==> src/rtl/hazard_ctrl.sv <==
`default_nettype none
// ============================================================================
// Module   : hazard_ctrl
// Purpose  : Hazard/forwarding controller for the in-order RV pipeline.
//            Tracks in-flight register writers in a shift-register
//            scoreboard. Produces per-read-port forward selects, load-use
//            stall/bubble and taken-branch flush.
// Revision : 1.0 - initial release
// ============================================================================
module hazard_ctrl #(
  parameter int NUM_RS     = 2,
  parameter int REG_AW     = 5,
  parameter int FWD_STAGES = 3,
  parameter int LOAD_STAGE = 1,
  parameter int FLUSH_CYC  = 1,
  localparam int SELW      = $clog2(FWD_STAGES + 1)
) (
  input  logic                     clk,
  input  logic                     rst,
  input  logic                     id_valid,
  input  logic [NUM_RS*REG_AW-1:0] id_rs,
  input  logic [NUM_RS-1:0]        id_rs_used,
  input  logic [REG_AW-1:0]        id_rd,
  input  logic                     id_rf_wen,
  input  logic                     id_is_load,
  input  logic                     ex_br_taken,
  output logic [NUM_RS*SELW-1:0]   fwd_sel,
  output logic                     stall,
  output logic                     bubble,
  output logic                     flush,
  output logic [31:0]              stall_cnt
);

  // Flush counter only needs to hold FLUSH_CYC-2
  localparam int CNTW = (FLUSH_CYC > 1) ? $clog2(FLUSH_CYC) : 1;
  localparam logic [CNTW-1:0] CNT_INIT = CNTW'((FLUSH_CYC > 1) ? (FLUSH_CYC - 2) : 0);

  typedef enum logic [0:0] {
    ST_IDLE  = 1'b0,
    ST_FLUSH = 1'b1
  } state_t;

  state_t            state_q, state_d;
  logic [CNTW-1:0]   cnt_q, cnt_d;
  logic [FWD_STAGES-1:0] v_q;
  logic [FWD_STAGES-1:0] ld_q;
  logic [REG_AW-1:0] rd_q [FWD_STAGES];
  logic [31:0]       stall_cnt_q;

  logic w_hz;          // some port's youngest producer is a not-yet-ready load
  logic w_load_use;
  logic w_flush;
  logic w_push;

  // Forward select per port: youngest matching in-flight writer wins
  always_comb begin : p_fwd
    logic [REG_AW-1:0] rs;
    logic [SELW-1:0]   sel;
    logic              yld;
    fwd_sel = '0;
    w_hz    = 1'b0;
    for (int k = 0; k < NUM_RS; k++) begin
      rs  = id_rs[k*REG_AW +: REG_AW];
      sel = '0;
      yld = 1'b0;
      // Walk oldest to youngest so the youngest match overwrites
      for (int s = FWD_STAGES - 1; s >= 0; s--) begin
        if (id_rs_used[k] && v_q[s] && (rd_q[s] == rs) && (rs != '0)) begin
          sel = SELW'(s + 1);
          yld = ld_q[s] && (s < LOAD_STAGE);
        end
      end
      fwd_sel[k*SELW +: SELW] = sel;
      if (yld) begin
        w_hz = 1'b1;
      end
    end
  end

  // Flush FSM next-state; branch requests are ignored while already flushing
  always_comb begin : p_fsm
    state_d = state_q;
    cnt_d   = cnt_q;
    w_flush = 1'b0;
    case (state_q)
      ST_IDLE: begin
        if (ex_br_taken) begin
          w_flush = 1'b1;
          if (FLUSH_CYC > 1) begin
            state_d = ST_FLUSH;
            cnt_d   = CNT_INIT;
          end
        end
      end
      ST_FLUSH: begin
        w_flush = 1'b1;
        if (cnt_q == '0) begin
          state_d = ST_IDLE;
        end else begin
          cnt_d = cnt_q - 1'b1;
        end
      end
      default: begin
        state_d = ST_IDLE;
      end
    endcase
  end

  // Output combination: flush kills the ID instruction, so it overrides stall
  always_comb begin : p_out
    w_load_use = id_valid & w_hz;
    flush      = w_flush;
    stall      = w_load_use & ~w_flush;
    bubble     = w_flush | w_load_use;
    w_push     = id_valid & id_rf_wen & (id_rd != '0) & ~bubble;
    stall_cnt  = stall_cnt_q;
  end

  // Flush FSM state register
  always_ff @(posedge clk) begin
    if (!rst) begin
      state_q <= ST_IDLE;
      cnt_q   <= '0;
    end else begin
      state_q <= state_d;
      cnt_q   <= cnt_d;
    end
  end

  // Scoreboard shifts every cycle; stage 0 takes the advancing ID writer
  always_ff @(posedge clk) begin
    if (!rst) begin
      v_q  <= '0;
      ld_q <= '0;
      for (int s = 0; s < FWD_STAGES; s++) begin
        rd_q[s] <= '0;
      end
    end else begin
      for (int s = 1; s < FWD_STAGES; s++) begin
        v_q[s]  <= v_q[s-1];
        ld_q[s] <= ld_q[s-1];
        rd_q[s] <= rd_q[s-1];
      end
      v_q[0]  <= w_push;
      ld_q[0] <= w_push & id_is_load;
      rd_q[0] <= id_rd;
    end
  end

  // Saturating count of stall cycles
  always_ff @(posedge clk) begin
    if (!rst) begin
      stall_cnt_q <= '0;
    end else if (stall && (stall_cnt_q != 32'hFFFF_FFFF)) begin
      stall_cnt_q <= stall_cnt_q + 32'd1;
    end
  end

endmodule
`default_nettype wire
==> config.mk <==
export PLATFORM = sky130hd
export DESIGN_NAME = hazard_ctrl
export DESIGN_NICKNAME = d
export VERILOG_FILES = /design/src/rtl/hazard_ctrl.sv
export SDC_FILE = /design/constraint.sdc
export NUM_CORES = 1
export LEC_CHECK = 0
export BUFFER_PORTS_ARGS = -buffer_cell sky130_fd_sc_hd__clkbuf_2
export CORE_ASPECT_RATIO = 1.25
export CORE_MARGIN = 1
export CORE_UTILIZATION = 39
export DETAILED_ROUTE_END_ITERATION = 16
export GPL_ROUTABILITY_DRIVEN = 0
export SYNTH_ARGS = -nofsm -noshare
export SYNTH_HDL_FRONTEND = slang
export SYNTH_SLANG_ARGS = --single-unit
==> constraint.sdc <==
create_clock -name clk -period 2.91 [get_ports clk]
set_input_delay 0.291 -clock clk [delete_from_list [all_inputs] [get_ports clk]]
set_output_delay 0.291 -clock clk [all_outputs]
set_load 0.01 [all_outputs]
=== Word level (Yosys, flattened, before mapping) ===
Memory sizes are Yosys's and may differ from the RTL's.
Cells that the tools add are included.

* Register bits after elaboration: 38
* Memories kept: 1
* Input bits: 23
* Bits in writable memories: 15

* Reduce and logical (&&, ||, !) cells: 23
* Equal/unequal tests: 7
* Mux-type cells: 19
* $add $sub $neg: 2
* Bitwise operators: 13

{| class="wikitable"
|+ Memory list
! name !! words !! bits a word !! read ports !! clocked after Yosys merged registers in !! wr ports !! line !! text
|-
| rd_q || 3 || 5 || 3 || 0 || 3 || 47 || <nowiki>logic [REG_AW-1:0] rd_q [FWD_STAGES];</nowiki>
|}

{| class="wikitable"
|+ Operators by type and width
! kind !! count
|-
| $add A32 B1 Y32 const B || 1
|-
| $ne A32 B32 Y1 const B || 1
|-
| $eq A5 B5 Y1 || 6
|-
| $logic_and A1 B1 Y1 || 19
|-
| $mux W5 || 3
|-
| $reduce_bool A5 Y1 || 3
|-
| $mux W2 || 6
|-
| $mux W1 || 9
|-
| $and A1 B1 Y1 || 6
|-
| $or A1 B1 Y1 || 4
|-
| $not A1 Y1 || 3
|-
| $pmux W1 S2 || 1
|-
| $reduce_and A2 Y1 || 1
|-
| $sub A1 B1 Y1 const B || 1
|}

=== Logic depth before layout (Yosys ltp) ===
Gate-level depths: netlist of run 1.

* Depth after elaboration: 11
* Mapped depth: 9
* Depth with buffers taken out: 7

=== Worst setup path before layout of run 1 ===
OpenSTA, ideal clock, no wires.

* Kind: register to register
* Start: register stall_cnt_q[0], in the netlist stall_cnt[0]
* End: register stall_cnt_q[1], in the netlist stall_cnt[1]
* Stages on the path, launching flop included: 10
* Data required time: 2.782 ns
* Clock period less this slack: 2.308 ns
* Library setup time: 0.128 ns
* Slack: 0.602 ns
* Data arrival time: 2.180 ns
* Cell sequence: dfxtp_1 ha_1 inv_1 nor4_1 nand3_1 o211ai_4 buf_6 buf_8 mux2i_1 nor2_1

* Word-level cells in the longest chain between the ends: 2
* Elaborated cells between the ends (all ways): 3
* Classes of those cells: 1 x add/sub; 1 x eq/ne; 1 x reduce/logical

{| class="wikitable"
|+ Ends and longest elaborated chain
! element !! line !! text
|-
| from (decl) || 48 || <nowiki>logic [31:0] stall_cnt_q;</nowiki>
|-
| from (signal assigned) || 155 || <nowiki>stall_cnt_q <= stall_cnt_q + 32'd1;</nowiki>
|-
| parallel branches: the longest is 2 deep, another holds $add A32 B1 Y32 || -- ||
|}

Parallel ways; which one is timed is not known.
A chain may end at the register's enable or synchronous reset.

==> parameters.txt, run 1 <==
Parameter                              Value

Worst setup path
  Maximum net fanout on the critical path    20
  Worst path required time    3.13 ns
  Reg2Reg Depth    6
  Critical Setup Path Class    flop to flop
  Kind of capture point of the worst setup path    flop
  Data arrival time at the worst-slack endpoint    2.73 ns
  Startpoint kind of the worst setup timing path    flop

GRT
  Global-route wire length before repair    10,050 um
  Global-route congestion overflow total    0
  Total GRT Usage    0.1849
  Via count of the first global-routing pass    2,147
  Number of antenna violations at the first check in global routing    0
  Maximum number of pins on one net before global-route repair    31

Place
  Detailed-placement wirelength estimate    4562 um
  Port Buffers    61
  Post-Place Cells    442
  Post-place setup slack    0.3097 ns

Die
  Number of top-level pins    62
  Initial Utilization    0.4124
  Width of the die    75.15 um
  Core Box Area    6326 sq um
  Die span in y    93.44 um
  FP Rows    32
  Die area    7022 sq um

Routing
  Violation count after the first detailed-routing iteration    78
  DR pass1 iterations    4
  Mean routed wirelength per cell    13.50 um
  Detail-routed via count per cell    5.396
  Antenna Nets Post-Route    0
  Detailed Route WL    6075 um
  Drt drc    0
  Detailed-route via count    2,428

Synth
  Portion of netlist area occupied by mux cells    0.01151
  Fraction of the mapped netlist area in simple logic gates    0.2969
  Synth Area per Inst    8.638 sq um
  Number of synthesized flops with an enable pin    0
  Register bit count reported by yosys    51
  Dominant combinational cell family by area after synthesis    simple AND/OR/NAND/NOR gates
  Post-synthesis compound-gate area fraction    0.1492
  Sequential share of the synthesized area    0.3914
  Share of synthesized flip-flops with an asynchronous set or reset    0
  Syn. warnings    0
  Post-synthesis cell type count    37
  Synth Area in XOR/XNOR    0.1074
  Cell count after synthesis    302
  Net Count, Synth    326
  Total standard cell area after synthesis    2609 sq um
  Fraction of the mapped netlist area in adder cells    0.004796
  Top FF cell, synth    sky130_fd_sc_hd__dfxtp_1

Flow run
  MaxCap Viol Count    0

CTS
  Maximum level of the CTS H-tree    2
  Clock tree from TritonCTS    done
  Resize count post-CTS    0
  Clock buffers created by TritonCTS    5
  Cts hold-fix bufs    0
  TritonCTS Sinks    51
  Setup Buffers After CTS    0
  Root Buffer Master    sky130_fd_sc_hd__clkbuf_8
  Clock insertion delay at the later pin of the skew report    0.30 ns
  Clock Pin Slew Worst Setup and Hold Paths    0.09 ns
  Maximum clock insertion buffer count    2

Final layout
  Fin nets    388
  Share of final-layout standard cells stronger than drive strength 1    0.2164
  Count of fill cells added during filler insertion    652
  Antenna Diode Count    0
  Layout Utilization    0.4838
  Number of standard cells in the layout, taps in and fillers out    450
  Area Growth Syn to Fin    17.31%

Timing
  Period Utilization, post-route    0.8608
  RSZ-0062 raised after global routing    no
  Final Max Slew Viols    0
  Final critical-path required period    2.505 ns
  Final worst clock skew    0.009660 ns
  Post-route worst setup slack    0.4051 ns
  Measured slew at the worst slew-check pin    0.9694 ns
  Maximum clock rate    399.2 MHz
  Max-slew headroom at the worst pin    0.3530
  Number of endpoints with negative hold slack in the final report    0
  Final-report setup violation count    0
  Setup TNS after final layout    0 ns

Hold path
  Worst hold path class    primary input to flop
  Number of instances on the worst hold path    2

Pwr
  Static power due to leakage    1.122 nW
  Pwr per Cell Area    390.1 nW/um^2
  Maximum vdd ir drop    0.0002735 V
  PnR Total Power    1.194 mW

Run status
  Outcome    complete, no violations
-- routing by layer --
layer | global-route usage | vias up | part of all wire
met2 | 0.3048 | 60 | 0.47
met5 | 0 | - | 0
met1 | 0.2426 | 1129 | 0.48
li1 | - | 1230 | -
met4 | 0.05093 | 0 | 0.012
met3 | 0.03664 | 9 | 0.041
-- placed cells by master, fill, tap and decap left out, types with 9 or more instances in the layout --
master	netlist	layout
sky130_fd_sc_hd__a21oi_1	28	28
sky130_fd_sc_hd__and2_1	21	21
sky130_fd_sc_hd__clkbuf_2	0	61
sky130_fd_sc_hd__dfxtp_1	51	51
sky130_fd_sc_hd__nand2_1	20	20
sky130_fd_sc_hd__nand3_1	11	11
sky130_fd_sc_hd__nand4_1	18	18
sky130_fd_sc_hd__nor2_1	14	14
sky130_fd_sc_hd__o21ai_1	19	19
sky130_fd_sc_hd__or3_1	21	21
sky130_fd_sc_hd__or4_1	9	9
sky130_fd_sc_hd__xnor2_1	14	14
sky130_fd_sc_hd__xor2_1	18	18
-- through the flow --
| step | instance area (sq um) | hold slack, ns |
|---|---|---|
| after floorplan | 2609 | 0.3752 |
| after global placement | 2975 | 0.4964 |
| after detailed placement | 2975 | 0.4976 |
| after CTS | 3060 | 0.1974 |
| after global routing | 3060 | 0.1916 |
| final | 3060 | 0.2019 |
-- state kept, by name, indices dropped and copies added (netlist names) --
name / cells
stall_cnt: 32
v_q: 3
rd_q: 15
ld_q: 1
-- power by group --
group	total, mW	internal [mW]	leakage, nW	switching, mW
sequential	0.716	0.707	0.413	0.00928
clock	0.395	0.168	0.0412	0.226
combinational	0.0830	0.0382	0.667	0.0448
-- synth_stat cells, types with 9 or more instances --
| master | instances | area [sq um] |
|---|---|---|
| sky130_fd_sc_hd__a21oi_1 | 28 | 140.1 |
| sky130_fd_sc_hd__and2_1 | 21 | 131.4 |
| sky130_fd_sc_hd__dfxtp_1 | 51 | 1021 |
| sky130_fd_sc_hd__nand2_1 | 20 | 75.07 |
| sky130_fd_sc_hd__nand3_1 | 11 | 55.05 |
| sky130_fd_sc_hd__nand4_1 | 18 | 112.6 |
| sky130_fd_sc_hd__nor2_1 | 14 | 52.55 |
| sky130_fd_sc_hd__o21ai_1 | 19 | 95.09 |
| sky130_fd_sc_hd__or3_1 | 21 | 131.4 |
| sky130_fd_sc_hd__or4_1 | 9 | 67.56 |
| sky130_fd_sc_hd__xnor2_1 | 14 | 122.6 |
| sky130_fd_sc_hd__xor2_1 | 18 | 157.7 |
-- path summary, 6_finish.rpt --
check	start	end	slack [ns]
hold reg to reg	v_q[1]$_SDFF_PN0_	v_q[2]$_SDFF_PN0_	0.50
hold / removal	id_rd[0]	rd_q[0][0]$_SDFF_PN0_	0.20
setup / recovery	rd_q[0][3]$_SDFF_PN0_	stall_cnt[25]$_SDFFE_PN0P_	0.41
setup reg to reg	rd_q[0][3]$_SDFF_PN0_	stall_cnt[25]$_SDFFE_PN0P_	0.41
-- final cells by class --
cell class | count | area (sq um) | share of cell area
clock inverters | 2 | 12.51 | 0.004088
flip-flops and latches | 51 | 1021 | 0.3336
well taps | 85 | 106.4 | 0.03475
clock buffers | 6 | 72.57 | 0.02371
repair buffers | 66 | 342.8 | 0.1120
multi-input cells | 235 | 1486 | 0.4857
inverters | 5 | 18.77 | 0.006132
-- cell families (layout without fill, tap and decap cells) --
logic type,Yosys count,in the layout
AND/OR/NAND/NOR,134,134
AO/OA/AOI/OAI,65,65
flip-flops,51,51
XOR/XNOR,32,32
buffers and inverters,16,79
multiplexers,3,3
adder cells (fa/ha/maj),1,1
-- critical path, cell delays in order, from the launching register on --
cell	delay (ns)
sky130_fd_sc_hd__dfxtp_1	0.35
sky130_fd_sc_hd__xor2_1	0.16
sky130_fd_sc_hd__nor4_1	0.38
sky130_fd_sc_hd__and4_4	0.36
sky130_fd_sc_hd__o2111ai_2	0.39
sky130_fd_sc_hd__or4_1	0.63
sky130_fd_sc_hd__a21oi_1	0.15
(Power assumes the default switching activity.)
==> run 2, diff against run 1 <==
--- a/config.mk
+++ b/config.mk
@@ -13,2 +13,4 @@
 export GPL_ROUTABILITY_DRIVEN = 0
+export PLACE_DENSITY = 0.67
+export REMOVE_ABC_BUFFERS = 1
 export SYNTH_ARGS = -nofsm -noshare
--- a/constraint.sdc
+++ b/constraint.sdc
@@ -3,2 +3,2 @@
 set_output_delay 0.291 -clock clk [all_outputs]
-set_load 0.01 [all_outputs]
+set_load 0.05 [all_outputs]
==> run 2 against run 1 <==
  * Via count down 1.6%
  * Critical path type unchanged
  * Critical path depth up 1
  * Largest power group unchanged
  * Non-clock buffer count down 1
  * Global-route usage down 0.16 points
  * Wire length down 1.3%
  * First-iteration DRC count up 17%
  * Design area up 1.3%
  * Power up 15%
  * Register-to-register slack about the same
  * Combinational power up 6.6%
  * Sequential share of layout area down 0.43 points
==> parameters.txt, run 2 (synthesis results as in run 1) <==
Parameter                              Value

Run status
  Outcome    complete, no violations

Place
  Post-place setup slack    0.3631 ns
  Detailed-placement wirelength estimate    4467 um
  Port Buffers    61
  Post-Place Cells    441

Timing
  Max-slew headroom at the worst pin    0.3519
  Setup TNS after final layout    0 ns
  Maximum clock rate    401.5 MHz
  Final worst clock skew    0.008791 ns
  Number of endpoints with negative hold slack in the final report    0
  RSZ-0062 raised after global routing    no
  Post-route worst setup slack    0.4195 ns
  Final Max Slew Viols    0
  Period Utilization, post-route    0.8558
  Final-report setup violation count    0
  Final critical-path required period    2.490 ns
  Measured slew at the worst slew-check pin    0.9711 ns

Final layout
  Highest-count cells in the layout ignoring fill and taps    sky130_fd_sc_hd__clkbuf_2 (61), sky130_fd_sc_hd__dfxtp_1 (51), sky130_fd_sc_hd__a21oi_1 (28), sky130_fd_sc_hd__and2_1 (21), sky130_fd_sc_hd__or3_1 (21)
  Share of final-layout standard cells stronger than drive strength 1    0.2143
  Commonest non-fill, non-tap cell in the layout    sky130_fd_sc_hd__clkbuf_2
  Layout Utilization    0.4901
  Count of fill cells added during filler insertion    635
  Max FFs per register    32
  Area Growth Syn to Fin    18.85%
  Antenna Diode Count    0
  Fin nets    387
  Number of standard cells in the layout, taps in and fillers out    449

Routing
  Detailed-route via count    2,390
  Antenna Nets Post-Route    0
  DR pass1 iterations    4
  Mean routed wirelength per cell    13.36 um
  Drt drc    0
  Detail-routed via count per cell    5.323
  Violation count after the first detailed-routing iteration    91
  Detailed Route WL    5999 um

Hold path
  Worst hold path class    primary input to flop

CTS
  Clock tree from TritonCTS    done
  Maximum clock insertion buffer count    2
  Clock Pin Slew Worst Setup and Hold Paths    0.09 ns
  Root Buffer Master    sky130_fd_sc_hd__clkbuf_8
  Setup Buffers After CTS    0
  Cts hold-fix bufs    0
  Resize count post-CTS    0
  Maximum level of the CTS H-tree    2
  TritonCTS Sinks    51
  Clock buffers created by TritonCTS    5
  Clock insertion delay at the later pin of the skew report    0.30 ns

Die
  Width of the die    75.15 um
  Core Box Area    6326 sq um
  FP Rows    32
  Die area    7022 sq um
  Die span in y    93.44 um
  Initial Utilization    0.4124
  Number of top-level pins    62

Pwr
  Net switching component of the power    281.4 uW
  Static power due to leakage    1.140 nW
  Maximum vdd ir drop    0.0003086 V
  Switching Fraction    0.2054
  Combinational Power Share    0.065
  Cell Int Power    1.088 mW
  Pwr per Cell Area    441.8 nW/um^2
  Seq pwr share    0.523
  Clock power frac    0.413
  PnR Total Power    1.370 mW

GRT
  Met3 Resource Use GR    0.03125
  Total GRT Usage    0.1833
  Global routing usage on met2    0.3108
  Via count of the first global-routing pass    2,210
  Global-route congestion overflow total    0
  Number of antenna violations at the first check in global routing    0
  GR Util met1    0.2311
  Global-route wire length before repair    10,030 um
  Maximum number of pins on one net before global-route repair    31
  Gr busiest metal    met2

Worst setup path
  Slowest cell delay on critical path    0.59 ns
  Maximum net fanout on the critical path    28
  Worst path cell trace    nand4_1, nor4_2, nand3_1, o211ai_4, buf_4, mux2i_1, nor2_1
  Cell family with most CP delay    simple AND/OR/NAND/NOR gates
  Startpoint kind of the worst setup timing path    flop
  Critical Setup Path Class    flop to flop
  Slowest cell on crit path    sky130_fd_sc_hd__nor4_2
  Worst path required time    3.07 ns
  Kind of capture point of the worst setup path    flop
  Number of buffers and inverters on the critical path    1
  Data arrival time at the worst-slack endpoint    2.65 ns

Flow run
  MaxCap Viol Count    0
==> run 2: cell type report <==
cell class	instances	area, sq um	area share
multi-input cells	235	1486	0.4794
flip-flops and latches	51	1021	0.3293
repair buffers	65	335.3	0.1082
well taps	85	106.4	0.03430
clock buffers	6	72.57	0.02341
clock inverters	2	60.06	0.01937
inverters	5	18.77	0.006053
==> run 2: path summary, 6_finish.rpt <==
| check | endpoint | depth (start not counted) | from | slack [ns] |
|---|---|---|---|---|
| worst max-delay path | stall_cnt[1]$_SDFFE_PN0P_ | 7 | stall_cnt[12]$_SDFFE_PN0P_ | 0.42 |
| worst min register to register | v_q[1]$_SDFF_PN0_ | 1 | v_q[0]$_SDFF_PN0_ | 0.51 |
| worst min-delay path | rd_q[0][4]$_SDFF_PN0_ | 2 | id_rd[4] | 0.20 |
| worst max register to register | stall_cnt[1]$_SDFFE_PN0P_ | 7 | stall_cnt[12]$_SDFFE_PN0P_ | 0.42 |
==> run 2: layer usage <==
layer / share of wire / vias up
li1: - / 1220
met1: 0.45 / 1103
met2: 0.49 / 58
met3: 0.042 / 9
met4: 0.017 / 0
met5: 0 / -
==> run 2: power groups by stage <==
stage                     registers, mW  clock network [mW]  logic [mW]
after floorplan                   0.730                   0      0.0471
after detailed placement          0.733                   0      0.0885
after global placement            0.732                   0      0.0870
final                             0.716               0.565      0.0885
after global routing              0.718               0.606      0.0971
after CTS                         0.716               0.584      0.0892
==> run 2: metrics by stage <==
stage | instance area, sq um | hold slack, ns
2_1_floorplan | 2526 | 0.3752
3_3_place_gp | 2968 | 0.4930
3_5_place_dp | 2968 | 0.4989
4_1_cts | 3100 | 0.1940
5_1_grt | 3100 | 0.2017
6_report | 3100 | 0.2017
==> run 3, diff against run 2 <==
Settings changed: REMOVE_ABC_BUFFERS 1 to not set.
==> run 3 against run 2 <==
  * Fmax decreased by 0.58%
  * Wire length is 3.9% higher
  * Combinational power increased by 0.7%
  * Largest cell class unchanged
  * Global-route usage hardly changed
  * Critical path depth unchanged
  * Worst hold slack got worse by 0.0090 ns
==> parameters.txt, run 3 (synthesis results as in run 1) <==
Parameter                              Value

Routing
  DR pass1 iterations    4
  Detailed-route via count    2,436
  Mean routed wirelength per cell    13.91 um
  Met1 layer wirelength in the final routing    2768 um
  Detailed Route WL    6231 um
  Drt drc    0
  Metal3 WL    289 um
  Detail-routed via count per cell    5.438
  Highest metal used    met4
  Met2 wirelength from detailed routing    3092 um
  Antenna Nets Post-Route    0
  Violation count after the first detailed-routing iteration    114

CTS
  Clock tree from TritonCTS    done
  Clock insertion delay at the later pin of the skew report    0.30 ns
  Clock buffers created by TritonCTS    5
  Clock Pin Slew Worst Setup and Hold Paths    0.09 ns
  Root Buffer Master    sky130_fd_sc_hd__clkbuf_8
  Maximum level of the CTS H-tree    2
  TritonCTS Sinks    51
  Maximum clock insertion buffer count    2
  Setup Buffers After CTS    0
  Resize count post-CTS    0
  Cts hold-fix bufs    0

Worst setup path
  Worst flop-to-flop path startpoint    stall_cnt[12]$_SDFFE_PN0P_
  FF-to-FF setup slack    0.40 ns
  Startpoint kind of the worst setup timing path    flop
  Reg2Reg Depth    7
  Critical Setup Path Class    flop to flop
  Worst path cell trace    nand4_1, nor4_2, nand3_1, o211ai_4, buf_4, mux2i_1, nor2_1
  Setup crit end    stall_cnt[1]$_SDFFE_PN0P_
  Slowest cell on crit path    sky130_fd_sc_hd__nor4_2
  Kind of capture point of the worst setup path    flop
  Endpoint of the worst register-to-register path    stall_cnt[1]$_SDFFE_PN0P_
  Worst path required time    3.07 ns
  Slowest cell delay on critical path    0.56 ns
  Cell family with most CP delay    simple AND/OR/NAND/NOR gates
  Logic depth of the worst setup path including buffers    7
  Maximum net fanout on the critical path    28
  Number of buffers and inverters on the critical path    1
  First element of the critical path    stall_cnt[12]$_SDFFE_PN0P_
  Data arrival time at the worst-slack endpoint    2.66 ns

Place
  Detailed-placement wirelength estimate    4629 um
  Port Buffers    61
  Post-placement cell area    2960 sq um

Die
  Die span in y    93.44 um
  Width of the die    75.15 um
  Initial Utilization    0.4124
  Die area    7022 sq um
  Core Box Area    6326 sq um
  Number of top-level pins    62
  FP Rows    32

Pwr
  Static power due to leakage    1.132 nW
  Pwr per Cell Area    425.9 nW/um^2
  Maximum vdd ir drop    0.0002533 V
  PnR Total Power    1.311 mW

Timing
  Setup TNS after final layout    0 ns
  Final worst clock skew    0.009850 ns
  Final Max Slew Viols    0
  Hold Slack    0.1927 ns
  Number of endpoints with negative hold slack in the final report    0
  Final critical-path required period    2.505 ns
  Period Utilization, post-route    0.8609
  Measured slew at the worst slew-check pin    0.9785 ns
  Maximum clock rate    399.2 MHz
  Max-slew headroom at the worst pin    0.3469
  Final-report setup violation count    0
  RSZ-0062 raised after global routing    no

GRT
  Global-route wire length before repair    9970 um
  Maximum number of pins on one net before global-route repair    31
  Total GRT Usage    0.1835
  Global-route congestion overflow total    0
  Number of antenna violations at the first check in global routing    0
  Via count of the first global-routing pass    2,196

Run status
  Outcome    complete, no violations

Final layout
  Commonest non-fill, non-tap cell in the layout    sky130_fd_sc_hd__clkbuf_2
  Multi-input logic area    1486 sq um
  Area taken by flip-flops and latches    1021 sq um
  Highest-count cells in the layout ignoring fill and taps    sky130_fd_sc_hd__clkbuf_2 (61), sky130_fd_sc_hd__dfxtp_1 (51), sky130_fd_sc_hd__a21oi_1 (28), sky130_fd_sc_hd__and2_1 (21), sky130_fd_sc_hd__or3_1 (21)
  Share of final-layout standard cells stronger than drive strength 1    0.2149
  Antenna Diode Count    0
  Final standard cell area without fillers    3078 sq um
  Count of fill cells added during filler insertion    636
  Area Growth Syn to Fin    17.99%
  Fin nets    386
  Max FFs per register    32

Hold path
  Number of instances on the worst hold path    2
  Worst hold path class    primary input to flop

Flow run
  MaxCap Viol Count    0
## run 3: cell types whose count changed in the layout (fill, tap and decap cells not counted)
cell,change
sky130_fd_sc_hd__buf_4,-1
sky130_fd_sc_hd__bufinv_16,-1
sky130_fd_sc_hd__clkbuf_1,-1
sky130_fd_sc_hd__clkbuf_8,+1
sky130_fd_sc_hd__clkinv_2,+1
## run 3: metal layers
layer,vias up,global-route usage
li1,1215,-
met1,1146,0.2184
met2,66,0.3221
met3,9,0.03664
met4,0,0.06173
met5,-,0
## run 3: how the worst min path moves through the flow
stage	from	end	slack [ns]
floorplan	ex_br_taken	v_q[0]$_SDFF_PN0_	0.38
global route	id_is_load	ld_q[0]$_SDFF_PN0_	0.19
detailed placement	stall_cnt[31]$_SDFFE_PN0P_	stall_cnt[31]$_SDFFE_PN0P_	0.49
global placement	stall_cnt[31]$_SDFFE_PN0P_	stall_cnt[31]$_SDFFE_PN0P_	0.49
finish	id_is_load	ld_q[0]$_SDFF_PN0_	0.19
CTS	id_is_load	ld_q[0]$_SDFF_PN0_	0.18
## run 3: stage by stage
step	utilization	instances	setup slack, ns
2_1_floorplan	-	302	0.2798
3_3_place_gp	0.4680	440	0.4002
3_5_place_dp	0.4680	440	0.3440
4_1_cts	0.4866	448	0.4303
5_1_grt	0.4866	448	0.2284
6_report	0.4866	448	0.4049
## run 3: where the power goes
| part | internal, mW | total [mW] | leakage [nW] | switching [mW] |
|---|---|---|---|---|
| registers | 0.707 | 0.716 | 0.413 | 0.00951 |
| logic | 0.0382 | 0.0891 | 0.657 | 0.0509 |
| clock network | 0.278 | 0.506 | 0.0612 | 0.227 |
## run 3: layout make-up
cell class,instances,area share
multi-input combinational,235,0.4829
sequential,51,0.3317
timing repair buffer,64,0.1065
tap,85,0.03455
clock buffer,6,0.02683
clock inverter,2,0.01138
inverter,5,0.006098
## run 3: worst register-to-register path, cell delays in order (launching register included)
cell                       delay (ns)
sky130_fd_sc_hd__dfxtp_1         0.47
sky130_fd_sc_hd__nand4_1         0.19
sky130_fd_sc_hd__nor4_2          0.56
sky130_fd_sc_hd__nand3_1         0.41
sky130_fd_sc_hd__o211ai_4        0.16
sky130_fd_sc_hd__buf_4           0.30
sky130_fd_sc_hd__mux2i_1         0.22
sky130_fd_sc_hd__nor2_1          0.05
